==> src/rtl/mips_multicycle_ctrl.sv <==
// Multicycle MIPS control FSM: one datapath step per state, memory req/ack handshake
// with a wait-cycle watchdog, TRAP on illegal opcodes or memory timeout.
module mips_multicycle_ctrl #(
    parameter int unsigned MEM_TIMEOUT     = 16,
    parameter bit          HALT_ON_ILLEGAL = 1'b1
) (
    input  logic       clk,
    input  logic       rst_n,
    input  logic [5:0] op,
    input  logic [5:0] funct,
    input  logic       zero,
    input  logic       mem_ack,
    output logic       mem_req,
    output logic       mem_we,
    output logic       i_or_d,
    output logic       ir_write,
    output logic       pc_en,
    output logic [1:0] pc_src,
    output logic       reg_we,
    output logic       reg_dst,
    output logic       mem_to_reg,
    output logic [1:0] alu_src_a,
    output logic [1:0] alu_src_b,
    output logic [2:0] alu_ctrl,
    output logic       instr_done,
    output logic       illegal,
    output logic       timeout,
    output logic [3:0] state
);

    localparam int unsigned CNT_W = (MEM_TIMEOUT > 2) ? $clog2(MEM_TIMEOUT) : 1;
    localparam logic [CNT_W-1:0] WAIT_LIMIT = CNT_W'(MEM_TIMEOUT - 1);

    localparam logic [5:0] OP_R    = 6'h00;
    localparam logic [5:0] OP_BEQ  = 6'h04;
    localparam logic [5:0] OP_BNE  = 6'h05;
    localparam logic [5:0] OP_ADDI = 6'h08;
    localparam logic [5:0] OP_LW   = 6'h23;
    localparam logic [5:0] OP_SW   = 6'h2B;

    localparam logic [5:0] FN_SLL = 6'h00;
    localparam logic [5:0] FN_SRL = 6'h02;
    localparam logic [5:0] FN_JR  = 6'h08;
    localparam logic [5:0] FN_ADD = 6'h20;
    localparam logic [5:0] FN_SUB = 6'h22;
    localparam logic [5:0] FN_AND = 6'h24;
    localparam logic [5:0] FN_OR  = 6'h25;
    localparam logic [5:0] FN_SLT = 6'h2A;

    localparam logic [2:0] ALU_AND = 3'b000;
    localparam logic [2:0] ALU_OR  = 3'b001;
    localparam logic [2:0] ALU_ADD = 3'b010;
    localparam logic [2:0] ALU_SLL = 3'b011;
    localparam logic [2:0] ALU_SRL = 3'b100;
    localparam logic [2:0] ALU_SUB = 3'b110;
    localparam logic [2:0] ALU_SLT = 3'b111;

    typedef enum logic [3:0] {
        S_IDLE    = 4'd0,
        S_FETCH   = 4'd1,
        S_DECODE  = 4'd2,
        S_MEMADR  = 4'd3,
        S_MEMRD   = 4'd4,
        S_MEMWB   = 4'd5,
        S_MEMWR   = 4'd6,
        S_REXE    = 4'd7,
        S_ALUWB   = 4'd8,
        S_BRANCH  = 4'd9,
        S_ADDIEXE = 4'd10,
        S_ADDIWB  = 4'd11,
        S_JREXE   = 4'd12,
        S_TRAP    = 4'd13
    } state_t;

    state_t           state_q, state_d;
    logic [CNT_W-1:0] wait_q, wait_d;
    logic             timeout_q, timeout_d;
    logic             r_legal;
    logic             is_shift;
    logic [2:0]       r_alu;

    // R-type function decode (JR handled separately)
    always_comb begin
        r_legal = 1'b1;
        r_alu   = ALU_ADD;
        case (funct)
            FN_SLL:  r_alu = ALU_SLL;
            FN_SRL:  r_alu = ALU_SRL;
            FN_ADD:  r_alu = ALU_ADD;
            FN_SUB:  r_alu = ALU_SUB;
            FN_AND:  r_alu = ALU_AND;
            FN_OR:   r_alu = ALU_OR;
            FN_SLT:  r_alu = ALU_SLT;
            default: r_legal = 1'b0;
        endcase
    end

    assign is_shift = (funct == FN_SLL) || (funct == FN_SRL);

    always_ff @(posedge clk or negedge rst_n) begin
        if (!rst_n) begin
            state_q   <= S_IDLE;
            wait_q    <= '0;
            timeout_q <= 1'b0;
        end else begin
            state_q   <= state_d;
            wait_q    <= wait_d;
            timeout_q <= timeout_d;
        end
    end

    always_comb begin
        state_d    = state_q;
        wait_d     = '0;
        timeout_d  = timeout_q;
        mem_req    = 1'b0;
        mem_we     = 1'b0;
        i_or_d     = 1'b0;
        ir_write   = 1'b0;
        pc_en      = 1'b0;
        pc_src     = 2'b00;
        reg_we     = 1'b0;
        reg_dst    = 1'b0;
        mem_to_reg = 1'b0;
        alu_src_a  = 2'b00;
        alu_src_b  = 2'b00;
        alu_ctrl   = 3'b000;
        instr_done = 1'b0;
        illegal    = 1'b0;

        case (state_q)
            S_IDLE: state_d = S_FETCH;
            S_FETCH: begin
                mem_req   = 1'b1;
                alu_src_b = 2'b01;
                alu_ctrl  = ALU_ADD;
                if (mem_ack) begin
                    ir_write = 1'b1;
                    pc_en    = 1'b1;
                    state_d  = S_DECODE;
                end
            end
            S_DECODE: begin
                alu_src_b = 2'b11;
                alu_ctrl  = ALU_ADD;
                case (op)
                    OP_LW, OP_SW:   state_d = S_MEMADR;
                    OP_R:           state_d = (funct == FN_JR) ? S_JREXE :
                                              (r_legal ? S_REXE : S_TRAP);
                    OP_BEQ, OP_BNE: state_d = S_BRANCH;
                    OP_ADDI:        state_d = S_ADDIEXE;
                    default:        state_d = S_TRAP;
                endcase
            end
            S_MEMADR: begin
                alu_src_a = 2'b01;
                alu_src_b = 2'b10;
                alu_ctrl  = ALU_ADD;
                state_d   = (op == OP_LW) ? S_MEMRD : S_MEMWR;
            end
            S_MEMRD: begin
                mem_req = 1'b1;
                i_or_d  = 1'b1;
                if (mem_ack) state_d = S_MEMWB;
            end
            S_MEMWB: begin
                reg_we     = 1'b1;
                mem_to_reg = 1'b1;
                instr_done = 1'b1;
                state_d    = S_FETCH;
            end
            S_MEMWR: begin
                mem_req = 1'b1;
                mem_we  = 1'b1;
                i_or_d  = 1'b1;
                if (mem_ack) begin
                    instr_done = 1'b1;
                    state_d    = S_FETCH;
                end
            end
            S_REXE: begin
                alu_src_a = is_shift ? 2'b10 : 2'b01;
                alu_ctrl  = r_alu;
                state_d   = S_ALUWB;
            end
            S_ALUWB: begin
                reg_we     = 1'b1;
                reg_dst    = 1'b1;
                instr_done = 1'b1;
                state_d    = S_FETCH;
            end
            S_BRANCH: begin
                alu_src_a  = 2'b01;
                alu_ctrl   = ALU_SUB;
                pc_src     = 2'b01;
                pc_en      = (op == OP_BEQ) ? zero : ~zero;
                instr_done = 1'b1;
                state_d    = S_FETCH;
            end
            S_ADDIEXE: begin
                alu_src_a = 2'b01;
                alu_src_b = 2'b10;
                alu_ctrl  = ALU_ADD;
                state_d   = S_ADDIWB;
            end
            S_ADDIWB: begin
                reg_we     = 1'b1;
                instr_done = 1'b1;
                state_d    = S_FETCH;
            end
            S_JREXE: begin
                pc_en      = 1'b1;
                pc_src     = 2'b10;
                instr_done = 1'b1;
                state_d    = S_FETCH;
            end
            S_TRAP: begin
                illegal = 1'b1;
                state_d = HALT_ON_ILLEGAL ? S_TRAP : S_FETCH;
            end
            default: state_d = S_TRAP;
        endcase

        // Watchdog: an ack in the limit cycle still completes the access
        if (mem_req && !mem_ack) begin
            if (wait_q == WAIT_LIMIT) begin
                state_d   = S_TRAP;
                timeout_d = 1'b1;
            end else begin
                wait_d = wait_q + CNT_W'(1);
            end
        end
    end

    assign timeout = timeout_q;
    assign state   = state_q;

endmodule

==> config.mk <==
export PLATFORM = sky130hd
export DESIGN_NAME = mips_multicycle_ctrl
export DESIGN_NICKNAME = d
export VERILOG_FILES = /design/src/rtl/mips_multicycle_ctrl.sv
export SDC_FILE = /design/constraint.sdc
export NUM_CORES = 1
export LEC_CHECK = 0
export ABC_AREA = 1
export CORE_AREA = 5 5 53 55
export CTS_CLUSTER_SIZE = 16
export DETAILED_ROUTE_END_ITERATION = 12
export DIE_AREA = 0 0 58 60
export HOLD_SLACK_MARGIN = 0.12
export PLACE_DENSITY = 0.74
export SKIP_CTS_REPAIR_TIMING = 1
export SLEW_MARGIN = 20
export SYNTH_ARGS = -nofsm -noshare
export SYNTH_HDL_FRONTEND = slang
export SYNTH_SLANG_ARGS = --single-unit
==> constraint.sdc <==
create_clock -name clk -period 1.5 [get_ports clk]
set_input_delay 0.3 -clock clk [delete_from_list [all_inputs] [get_ports clk]]
set_output_delay 0.3 -clock clk [all_outputs]
set_load 0.01 [all_outputs]
==> tab_implementation.tex, run 1 <==
\begin{tabular}{lr}
\hline
Metric & Value \\
\hline
\multicolumn{2}{l}{\textbf{Outcome}} \\
Run status & complete, but fails checks \\
Failing checks & negative setup slack \\
\multicolumn{2}{l}{\textbf{Power and ir drop}} \\
Worst-case vdd ir drop & approximately 400 µV \\
Final Power & 0.0005865 W \\
Cell Pwr Density & about 290 nW/µm² \\
Leakage Power & about 1.1 nW \\
\multicolumn{2}{l}{\textbf{Routing}} \\
Via total after detailed routing & roughly 1500 \\
Drt via density & $\sim$5.3 \\
Drc violations & 0 \\
Total Routed Length & between 4000 and 5000 µm \\
Routed len/inst & $\sim$16 µm \\
Number of detailed-route iterations in the first pass & 4 \\
Routed Antenna Nets & 0 \\
Starting DRC count in detailed routing & 110 \\
\multicolumn{2}{l}{\textbf{Global route}} \\
Vias in the first global route & 1262 \\
Wire length of the first global-routing pass & 5409 µm \\
Met1 usage in global routing & 0.2523 \\
Global-route usage over all layers & 0.1952 \\
Met2 Track Usage GR & 0.3419 \\
Busiest layer in global routing & met2 \\
Pin count of the biggest net entering global routing & 10 \\
Global routing met3 resource utilization & 0.02592 \\
Number of antenna violations at the first check in global routing & 1 \\
Total gr overflow & 0 \\
\multicolumn{2}{l}{\textbf{Critical path}} \\
Worst Setup Path Type & reg -> out \\
Nature of the critical path startpoint & register \\
Worst endpoint data arrival time & about 1600 ps \\
Element type at the critical path end & output pin \\
Required @ worst endpoint & 1200 ps \\
Master of the slowest instance on the critical path & dfrtp\_2 \\
Sequence of cells on the critical path & buf\_4 > nor2\_4 > inv\_2 > o21ai\_1 > inv\_1 > nand2\_2 > inv\_2 > nand4\_1 > buf\_2 \\
Largest stage delay on the critical path & $\sim$420 ps \\
Most Frequent Cell on Critical Path & inv\_2 \\
Highest net fanout along the worst path & 3 \\
\multicolumn{2}{l}{\textbf{Cells and area}} \\
Most used cells in the layout excluding fill and tap cells & buf\_4, nand2\_1, inv\_1, dlymetal6s2s\_1, buf\_6 \\
Fraction of final layout cells sized beyond drive strength 1 & 0.5543 \\
Combined flip-flop and latch cell area & around 230 µm² \\
Number of nets in the layout & 276 \\
Commonest non-fill, non-tap cell in the layout & buf\_4 \\
Filler instances & approximately 130 \\
Syn-to-layout area delta & 126.5\% \\
Area taken by multi-input logic gates & between 700 and 800 µm² \\
\multicolumn{2}{l}{\textbf{Yosys}} \\
Cell taking the most area after synthesis & dfrtp\_1 \\
Syn. warnings & 0 \\
Top post-synthesis cells by area & dfrtp\_1, nand3\_1, inv\_1, nand2\_1, nor2\_1 \\
Average cell area after synthesis & roughly 5.9 µm² \\
Mapped Cells & about 150 \\
Top cell type's share of synthesized area & 0.2507 \\
Total standard cell area after synthesis & $\sim$900 µm² \\
Share of the yosys chip area belonging to registers & 0.2507 \\
Total nets after synthesis & 170 \\
Synth Register Bits & 9 \\
Number of different library cells in the post-synthesis netlist & 24 \\
\multicolumn{2}{l}{\textbf{Placed design}} \\
Half-perimeter wire length after placement & roughly 2800 µm \\
Placer's final routability congestion estimate & slightly below 0.9 \\
IO Port Bufs & 39 \\
\multicolumn{2}{l}{\textbf{Clocking}} \\
Register clock-pin slew on the reported worst setup and hold paths & $\sim$60 ps \\
CTS Buf Count & 3 \\
Insertion delay to the later sink of the worst-skew pair & between 200 and 300 ps \\
\# H-tree levels & 1 \\
TritonCTS clock tree & yes \\
Total number of clock tree sinks & 9 \\
Clock Root Buffer & clkbuf\_4 \\
Maximum buffer depth of the clock tree & 2 \\
\multicolumn{2}{l}{\textbf{Timing}} \\
Max-slew headroom & 0.7395 \\
Final critical-path share of the clock period & 1.245 \\
Final setup slack of the worst path & -367.4 ps \\
Worst-case clock skew & approximately 5.4 ps \\
RSZ-0062 raised after global routing & yes \\
Fmax & between 0.5 and 0.6 GHz \\
Pins over their slew limit & 0 \\
Minimum clock period & $\sim$1900 ps \\
Final hold violation count & 0 \\
Transition at the pin with the smallest max-transition slack & 389.5 ps \\
Final Hold Slack & about 330 ps \\
Setup Viol. Count Final & 21 \\
\multicolumn{2}{l}{\textbf{Run}} \\
Max-cap check violation count & 0 \\
\multicolumn{2}{l}{\textbf{Floorplan}} \\
Row Count & 18 \\
Io pins & 40 \\
Placeable core region & between 2000 and 2500 µm² \\
Floorplan die area & around 3500 µm² \\
Die outline height & $\sim$60 µm \\
Die Span X & between 50 and 60 µm \\
Starting density of the core & 0.3835 \\
\multicolumn{2}{l}{\textbf{Hold path}} \\
Classification of the worst-slack hold path & in -> async \\
\hline
\end{tabular}
worst paths after layout:
path	slack [ps]	endpoint	startpoint	cells after the start
max	-370	alu_ctrl[1]	state[2]$_DFF_PN0_	9
min	330	timeout$_DFFE_PN0P_	rst_n	1
max reg2reg	-100	state[0]$_DFF_PN0_	state[2]$_DFF_PN0_	9
min reg2reg	480	timeout$_DFFE_PN0P_	timeout$_DFFE_PN0P_	2
max in group asynchronous	860	state[0]$_DFF_PN0_	rst_n	1
min in group clk	480	timeout$_DFFE_PN0P_	timeout$_DFFE_PN0P_	2
synthesized netlist by cell type:
master    count
a211oi_1      1
o21ai_2       1
o21ai_0       5
nand2_2       3
nand4_1       5
nand3b_1      1
nor2_1       25
nand3_1      22
or2_2         1
a21oi_2       1
a31oi_1       3
o21bai_1      1
dfrtp_1       9
xor2_1        1
nor3b_1       1
nand3_2       1
nand2_1      28
ha_1          1
nor3_1        2
and3_1        1
nor2_2        6
inv_1        28
inv_2         3
a21oi_1       3
power breakdown:
part	total [W]	internal, W	switching, W	leakage, nW
registers	0.000243	0.000243	0	0.104
clock network	0.000181	0.000102	0.0000787	0.0150
logic	0.000163	0.0000871	0.0000757	1.02
total	0.000586	0.000432	0.000154	1.13
area by class of cell:
type	count	area share
flip-flops and latches	9	0.1125
diodes	1	0.001230
repair buffers	101	0.4385
inverters	31	0.05966
multi-input cells	113	0.3567
well taps	30	0.01845
clock buffers	4	0.01292
through the flow:
stage / std cells / worst slack (ps) / TNS (ps) / instance area (µm²) / util
floorplan: 153 / 3.270 / 0 / 903.4 / -
global placement: 266 / -768.6 / -8271 / 1662 / 0.7094
detailed placement: 266 / -863.3 / -9147 / 1662 / 0.7094
CTS: 270 / -872.3 / -12910 / 1688 / 0.7206
global route: 289 / -447.1 / -6280 / 2034 / 0.8686
finish: 289 / -367.4 / -4435 / 2034 / 0.8686
cell families (layout without fill, tap and decap cells):
logic type	after synthesis	after routing	share of synthesized area
flip-flops	9	9	0.2507
XOR/XNOR	1	1	0.009751
other	0	1	0
adder cells (fa/ha/maj)	1	1	0.01393
AO/OA/AOI/OAI	15	15	0.1017
buffers and inverters	31	136	0.1295
AND/OR/NAND/NOR	96	96	0.4945
critical path: cells and delay by family (launching register included):
family | cells | cell delay (ps)
AOI/OAI and AO/OA | 1 | 130
DFF | 1 | 420
and+or+nand+nor | 3 | 280
buffers and inverters | 5 | 490
layer usage:
layer,share of wire,vias up
met5,0,-
met4,0.048,0
met3,0.065,23
met2,0.50,79
met1,0.39,726
li1,-,706
registers in the layout (all words and copies together), names as in the netlist:
| register | cells |
|---|---|
| wait_q | 4 |
| timeout | 1 |
| state | 4 |
(Power assumes the default switching activity.)
==> run 2, diff against run 1 <==
--- a/config.mk
+++ b/config.mk
@@ -10,6 +10,7 @@
 export CTS_CLUSTER_SIZE = 16
 export DETAILED_ROUTE_END_ITERATION = 12
 export DIE_AREA = 0 0 58 60
+export GPL_ROUTABILITY_DRIVEN = 0
 export HOLD_SLACK_MARGIN = 0.12
 export PLACE_DENSITY = 0.74
 export SKIP_CTS_REPAIR_TIMING = 1
@@ -17,3 +18,4 @@
 export SYNTH_ARGS = -nofsm -noshare
 export SYNTH_HDL_FRONTEND = slang
 export SYNTH_SLANG_ARGS = --single-unit
+export TNS_END_PERCENT = 30
==> run 2 against run 1 <==
Net effect: the run still ends with negative setup slack left; sequential share of layout area rose by 0.32 points; first-iteration DRC count fell by 23%; via count fell by 0.78%; combinational power barely moved; setup slack got worse by 100 ps; wire length rose by 0.17%.
==> tab_implementation.tex, run 2 (same netlist as run 1, synthesis figures left out) <==
\begin{tabular}{lr}
\hline
Metric & Value \\
\hline
\multicolumn{2}{l}{\textbf{Routing}} \\
Routed len/inst & 16.20 µm (+0.87\%) \\
Total Routed Length & 4650 µm (+0.17\%) \\
Routed Antenna Nets & 0 (unchanged) \\
Via total after detailed routing & 1522 (-0.78\%) \\
Number of detailed-route iterations in the first pass & 4 (unchanged) \\
Drc violations & 0 (unchanged) \\
Drt via density & 5.303 (about the same) \\
Starting DRC count in detailed routing & 85 (-23\%) \\
\multicolumn{2}{l}{\textbf{Clocking}} \\
TritonCTS clock tree & yes \\
Clock Root Buffer & clkbuf\_4 \\
CTS Buf Count & 3 (unchanged) \\
Total number of clock tree sinks & 9 (unchanged) \\
Maximum buffer depth of the clock tree & 2 (unchanged) \\
Register clock-pin slew on the reported worst setup and hold paths & 60 ps (about the same) \\
\# H-tree levels & 1 (unchanged) \\
Insertion delay to the later sink of the worst-skew pair & 260 ps (about the same) \\
\multicolumn{2}{l}{\textbf{Critical path}} \\
Required @ worst endpoint & 1200 ps (about the same) \\
Worst endpoint data arrival time & 1670 ps (+100 ps) \\
Reg2Reg Setup Slack & -130 ps (-30 ps) \\
Highest net fanout along the worst path & 4 (+1) \\
Nature of the critical path startpoint & register \\
Worst Setup Path Type & reg -> out \\
Element type at the critical path end & output pin \\
\multicolumn{2}{l}{\textbf{Cells and area}} \\
Area taken by multi-input logic gates & 706.9 µm² (-2.6\%) \\
Number of nets in the layout & 274 (-0.72\%) \\
Commonest non-fill, non-tap cell in the layout & buf\_4 \\
Fraction of final layout cells sized beyond drive strength 1 & 0.5391 (-0.01520) \\
Filler instances & 145 (+9.8\%) \\
Most used cells in the layout excluding fill and tap cells & buf\_4, nand2\_1, inv\_1, dlymetal6s2s\_1 \\
Non-filler instance count after layout & 287 (-0.69\%) \\
Combined flip-flop and latch cell area & 229.0 µm² (unchanged) \\
Syn-to-layout area delta & 120.2\% \\
\multicolumn{2}{l}{\textbf{Power and ir drop}} \\
Fraction of power consumed by sequential logic & 0.405 (-0.009) \\
Switching Power & 0.0001666 W (+7.9\%) \\
Final Power & 0.0005990 W (+2.1\%) \\
Worst-case vdd ir drop & 444.0 µV (+11\%) \\
Clk pwr share & 0.326 (+0.018) \\
Cell Pwr Density & 302.8 nW/µm² (+5.0\%) \\
Leakage Power & 1.157 nW (+2.0\%) \\
Switching Share & 0.2780 (+0.01475) \\
Total internal power & 0.0004325 W (about the same) \\
Relative contribution of combinational cells to total power & 0.270 (-0.008) \\
\multicolumn{2}{l}{\textbf{Outcome}} \\
Run status & complete, but fails checks \\
Failing checks & negative setup slack \\
\multicolumn{2}{l}{\textbf{Placed design}} \\
Half-perimeter wire length after placement & 2793 µm (unchanged) \\
Worst-case setup slack after placement & -863.3 ps (unchanged) \\
IO Port Bufs & 39 (unchanged) \\
Total placed cells including tap cells & 266 (unchanged) \\
\multicolumn{2}{l}{\textbf{Timing}} \\
Transition at the pin with the smallest max-transition slack & 403.7 ps (+14.19 ps) \\
Final hold violation count & 0 (unchanged) \\
Minimum clock period & 1969 ps (+101.5 ps) \\
Final critical-path share of the clock period & 1.313 (+0.06768) \\
RSZ-0062 raised after global routing & yes \\
Worst-case clock skew & 0.3635 ps (-5.006 ps) \\
Fmax & 0.5079 GHz (-5.2\%) \\
Pins over their slew limit & 0 (unchanged) \\
Max-slew headroom & 0.7300 (-0.009490) \\
Final setup slack of the worst path & -468.9 ps (-101.5 ps) \\
Setup Viol. Count Final & 22 (+4.8\%) \\
\multicolumn{2}{l}{\textbf{Global route}} \\
Pin count of the biggest net entering global routing & 10 (unchanged) \\
Wire length of the first global-routing pass & 5409 µm (unchanged) \\
Vias in the first global route & 1262 (unchanged) \\
Number of antenna violations at the first check in global routing & 1 (unchanged) \\
Global-route usage over all layers & 0.1952 (unchanged) \\
Total gr overflow & 0 (unchanged) \\
\multicolumn{2}{l}{\textbf{Floorplan}} \\
Floorplan die area & 3480 µm² (unchanged) \\
Placeable core region & 2342 µm² (unchanged) \\
Io pins & 40 (unchanged) \\
Starting density of the core & 0.3835 (unchanged) \\
Die Span X & 58 µm (unchanged) \\
Die outline height & 60 µm (unchanged) \\
Row Count & 18 (unchanged) \\
\multicolumn{2}{l}{\textbf{Run}} \\
Max-cap check violation count & 0 (unchanged) \\
\multicolumn{2}{l}{\textbf{Hold path}} \\
Classification of the worst-slack hold path & in -> async \\
\hline
\end{tabular}
## run 2: cell count changes in the layout (fill, tap and decap cells not counted), moves of 2 or more
cell	delta
buf_6	-6
a21oi_2	-2
buf_4	+4
nor2_4	-2
nor2_2	+3
## run 2: critical path: stages (launching register included)
cell and delay (ps):
dfrtp_2 460, inv_4 110, nor2_4 60, inv_4 80
nor2_4 40, nor2_2 130, o21ai_2 80, a21oi_1 190
nand3_1 100, buf_2 150
## run 2: final timing paths
| path | startpoint | end | cells after the start |
|---|---|---|---|
| max | state[3]$_DFF_PN0_ | instr_done | 9 |
| min | rst_n | wait_q[1]$_DFF_PN0_ | 1 |
| max reg2reg | state[1]$_DFF_PN0_ | state[1]$_DFF_PN0_ | 8 |
| min reg2reg | timeout$_DFFE_PN0P_ | timeout$_DFFE_PN0P_ | 2 |
| max in group asynchronous | rst_n | state[2]$_DFF_PN0_ | 1 |
| min in group clk | timeout$_DFFE_PN0P_ | timeout$_DFFE_PN0P_ | 2 |
## run 2: area by class of cell
class	count	share of cell area
timing repair buffer	99	0.4320
sequential	9	0.1157
inverter	31	0.06135
clock buffer	4	0.01328
multi-input combinational	113	0.3574
antenna	1	0.001265
tap	30	0.01898
## run 2: power by group through the flow
stage | clock [W] | sequential [W] | combinational, W
finish | 0.000195 | 0.000243 | 0.000161
floorplan | 0 | 0.000247 | 0.0000313
global placement | 0 | 0.000247 | 0.000125
detailed placement | 0 | 0.000247 | 0.000129
global route | 0.000210 | 0.000242 | 0.000174
CTS | 0.000188 | 0.000243 | 0.000129
## run 2: layer usage
metal  vias to the layer above  routed length [µm]  track usage  part of all wire
met5                         -                   0            0                 0
li1                        706                   -            -                 -
met1                       698                1823       0.2523              0.39
met3                        28                 303      0.02592             0.065
met2                        90                2279       0.3419              0.49
met4                         0                 243      0.04967             0.052
## run 2: per-stage QoR
step | hold slack [ps] | TNS [ps] | util | cell area, µm²
2_1_floorplan | 4.409 | 0 | - | 903.4
3_3_place_gp | 447.0 | -8271 | 0.7094 | 1662
3_5_place_dp | 457.5 | -9147 | 0.7094 | 1662
4_1_cts | 339.0 | -12910 | 0.7206 | 1688
5_1_grt | 348.1 | -6352 | 0.8446 | 1978
6_report | 328.1 | -5107 | 0.8446 | 1978
==> run 3, diff against run 2 <==
--- a/config.mk
+++ b/config.mk
@@ -12,7 +12,7 @@
 export DIE_AREA = 0 0 58 60
 export GPL_ROUTABILITY_DRIVEN = 0
 export HOLD_SLACK_MARGIN = 0.12
-export PLACE_DENSITY = 0.74
+export PLACE_DENSITY_LB_ADDON = 0.05
 export SKIP_CTS_REPAIR_TIMING = 1
 export SLEW_MARGIN = 20
 export SYNTH_ARGS = -nofsm -noshare
==> run 3 against run 2 <==
Net effect: the flow still finishes with violations (negative setup slack); count of clock-buffer cells in the layout unchanged; non-clock buffer count down 3; final area is 1.6% lower; total power down 5.2%; maximum frequency is 7.4% higher; setup slack gained 140 ps; clock skew grew 3.5 ps; sequential power barely moved; critical path depth unchanged; global-route usage is 2.8 points lower; first-iteration DRC count shrank 52%; critical path type unchanged; largest cell class unchanged.
==> tab_implementation.tex, run 3 (same netlist as run 1, synthesis figures left out) <==
\begin{tabular}{lr}
\hline
Metric & Value \\
\hline
\multicolumn{2}{l}{\textbf{Global route}} \\
Global routing met3 resource utilization & 0.006479 (-0.01944) \\
Total gr overflow & 0 (unchanged) \\
Vias in the first global route & 1153 (-8.6\%) \\
Pin count of the biggest net entering global routing & 10 (unchanged) \\
Number of antenna violations at the first check in global routing & 0 (-1) \\
Wire length of the first global-routing pass & 4698 µm (-13\%) \\
Busiest layer in global routing & met2 \\
Met2 Track Usage GR & 0.3290 (-0.01290) \\
Met1 usage in global routing & 0.2055 (-0.04679) \\
Global-route usage over all layers & 0.1673 (-0.02794) \\
\multicolumn{2}{l}{\textbf{Critical path}} \\
Most Frequent Cell on Critical Path & inv\_2 \\
Worst endpoint data arrival time & 1530 ps (-140 ps) \\
Largest stage delay on the critical path & 460 ps (about the same) \\
FF-to-FF Start & state[2]\$\_DFF\_PN0\_ \\
Crit path max-delay family & flip-flops \\
Highest net fanout along the worst path & 4 (unchanged) \\
Element type at the critical path end & output pin \\
Buffering stage count on the worst path with inverters included & 5 (+2) \\
Critical path launch point & state[2]\$\_DFF\_PN0\_ \\
Required @ worst endpoint & 1200 ps (about the same) \\
Sequence of cells on the critical path & buf\_12 > nor2\_4 > inv\_2 > o21ai\_2 > inv\_1 > nand2\_1 > inv\_2 > nand4\_1 > buf\_2 \\
Nature of the critical path startpoint & register \\
Worst Setup Path Type & reg -> out \\
Master of the slowest instance on the critical path & dfrtp\_2 \\
\multicolumn{2}{l}{\textbf{Timing}} \\
RSZ-0062 raised after global routing & yes \\
Final hold violation count & 0 (unchanged) \\
Final setup slack of the worst path & -333.6 ps (+135.3 ps) \\
Setup Viol. Count Final & 28 (+27\%) \\
Transition at the pin with the smallest max-transition slack & 387.9 ps (-15.75 ps) \\
Max-slew headroom & 0.7406 (+0.01054) \\
Final critical-path share of the clock period & 1.222 (-0.09022) \\
Pins over their slew limit & 0 (unchanged) \\
Sum Neg Setup Slack & -4446 ps (+660.2 ps) \\
Worst-case clock skew & 3.830 ps (+3.467 ps) \\
Fmax & 0.5454 GHz (+7.4\%) \\
Minimum clock period & 1834 ps (-135.3 ps) \\
\multicolumn{2}{l}{\textbf{Routing}} \\
Drc violations & 0 (unchanged) \\
Via total after detailed routing & 1427 (-6.2\%) \\
Routed Antenna Nets & 0 (unchanged) \\
Routed len/inst & 13.68 µm (-16\%) \\
Total Routed Length & 3872 µm (-17\%) \\
Number of detailed-route iterations in the first pass & 4 (unchanged) \\
Starting DRC count in detailed routing & 41 (-52\%) \\
Drt via density & 5.042 (-4.9\%) \\
\multicolumn{2}{l}{\textbf{Power and ir drop}} \\
Worst-case vdd ir drop & 590.1 µV (+33\%) \\
Cell Pwr Density & 291.5 nW/µm² (-3.7\%) \\
Leakage Power & 1.067 nW (-7.8\%) \\
\multicolumn{2}{l}{\textbf{Cells and area}} \\
Fraction of final layout cells sized beyond drive strength 1 & 0.5336 (-0.005466) \\
Number of nets in the layout & 271 (-1.1\%) \\
Post-route core utilization & 0.8312 (-0.01335) \\
Most used cells in the layout excluding fill and tap cells & buf\_4, nand2\_1, inv\_1, nand3\_1 \\
Syn-to-layout area delta & 116.7\% \\
Filler instances & 144 (-0.69\%) \\
Number of antenna repair diodes & 0 (-1) \\
Commonest non-fill, non-tap cell in the layout & buf\_4 \\
\multicolumn{2}{l}{\textbf{Run}} \\
Max-cap check violation count & 0 (unchanged) \\
\multicolumn{2}{l}{\textbf{Clocking}} \\
CTS Buf Count & 3 (unchanged) \\
\# H-tree levels & 1 (unchanged) \\
Maximum buffer depth of the clock tree & 2 (unchanged) \\
Register clock-pin slew on the reported worst setup and hold paths & 60 ps (about the same) \\
Total number of clock tree sinks & 9 (unchanged) \\
Clock Root Buffer & clkbuf\_4 \\
TritonCTS clock tree & yes \\
Insertion delay to the later sink of the worst-skew pair & 250 ps (about the same) \\
\multicolumn{2}{l}{\textbf{Outcome}} \\
Failing checks & negative setup slack \\
Run status & complete, but fails checks \\
\multicolumn{2}{l}{\textbf{Hold path}} \\
Classification of the worst-slack hold path & in -> async \\
\multicolumn{2}{l}{\textbf{Floorplan}} \\
Starting density of the core & 0.3835 (unchanged) \\
Io pins & 40 (unchanged) \\
Placeable core region & 2342 µm² (unchanged) \\
Row Count & 18 (unchanged) \\
Die outline height & 60 µm (unchanged) \\
Die Span X & 58 µm (unchanged) \\
Floorplan die area & 3480 µm² (unchanged) \\
\multicolumn{2}{l}{\textbf{Placed design}} \\
Half-perimeter wire length after placement & 2602 µm (-6.9\%) \\
IO Port Bufs & 39 (unchanged) \\
\hline
\end{tabular}
## run 3: changes by cell type in the layout (fill, tap and decap cells not counted), moves of 3 or more
cell,change
dlymetal6s2s_1,-6
clkdlybuf4s50_1,+4
buf_4,-3
nand2_2,-4
nand2_1,+3
nor2_2,-5
nor2_4,+3
## run 3: through the flow
step / hold slack, ps / power [W] / area [µm²] / cells / worst slack, ps
6_report: 338.8 / 0.0005676 / 1947 / 283 / -333.6
5_1_grt: 350.8 / 0.0005995 / 1947 / 283 / -444.3
4_1_cts: 341.7 / 0.0005475 / 1718 / 274 / -835.5
3_5_place_dp: 452.1 / 0.0003694 / 1692 / 270 / -830.3
3_3_place_gp: 444.1 / 0.0003655 / 1692 / 270 / -777.9
2_1_floorplan: 4.409 / 0.0002786 / 903.4 / 153 / 3.270
## run 3: metal layers
metal	wire length (µm)	part of all wire	vias up
met1	1476	0.38	665
met3	205	0.053	16
li1	-	-	690
met5	0	0	-
met2	2083	0.54	56
met4	107	0.028	0
## run 3: worst register-to-register path: stages (launching register included)
cell and delay, ps:
dfrtp_2 460, buf_12 150, nor2_4 90, buf_4 130
nand3_4 80, buf_6 150, a21oi_2 210, nand2_2 90
nand2_2 80, inv_2 40, nand4_1 80
## run 3: cell type report
type / instances / area (µm²) / share of cell area
timing repair buffer: 96 / 809.5 / 0.4158
multi-input combinational: 113 / 725.7 / 0.3728
sequential: 9 / 229.0 / 0.1176
inverter: 31 / 118.9 / 0.06105
tap: 30 / 37.54 / 0.01928
clock buffer: 4 / 26.28 / 0.01350
## run 3: path summary, 6_finish.rpt
| path | endpoint | slack [ps] | cells after the start |
|---|---|---|---|
| worst max-delay path | alu_ctrl[1] | -330 | 9 |
| worst max register to register | state[0]$_DFF_PN0_ | -130 | 10 |
| max in group asynchronous | state[0]$_DFF_PN0_ | 860 | 1 |
| min in group clk | timeout$_DFFE_PN0P_ | 470 | 2 |
| worst min register to register | timeout$_DFFE_PN0P_ | 470 | 2 |
| worst min-delay path | wait_q[1]$_DFF_PN0_ | 340 | 1 |
## run 3: report_power, final
group | switching, W | total (W) | internal [W]
registers | 0 | 0.000243 | 0.000243
logic | 0.0000705 | 0.000148 | 0.0000777
clock network | 0.0000747 | 0.000177 | 0.000102
total | 0.000145 | 0.000568 | 0.000422
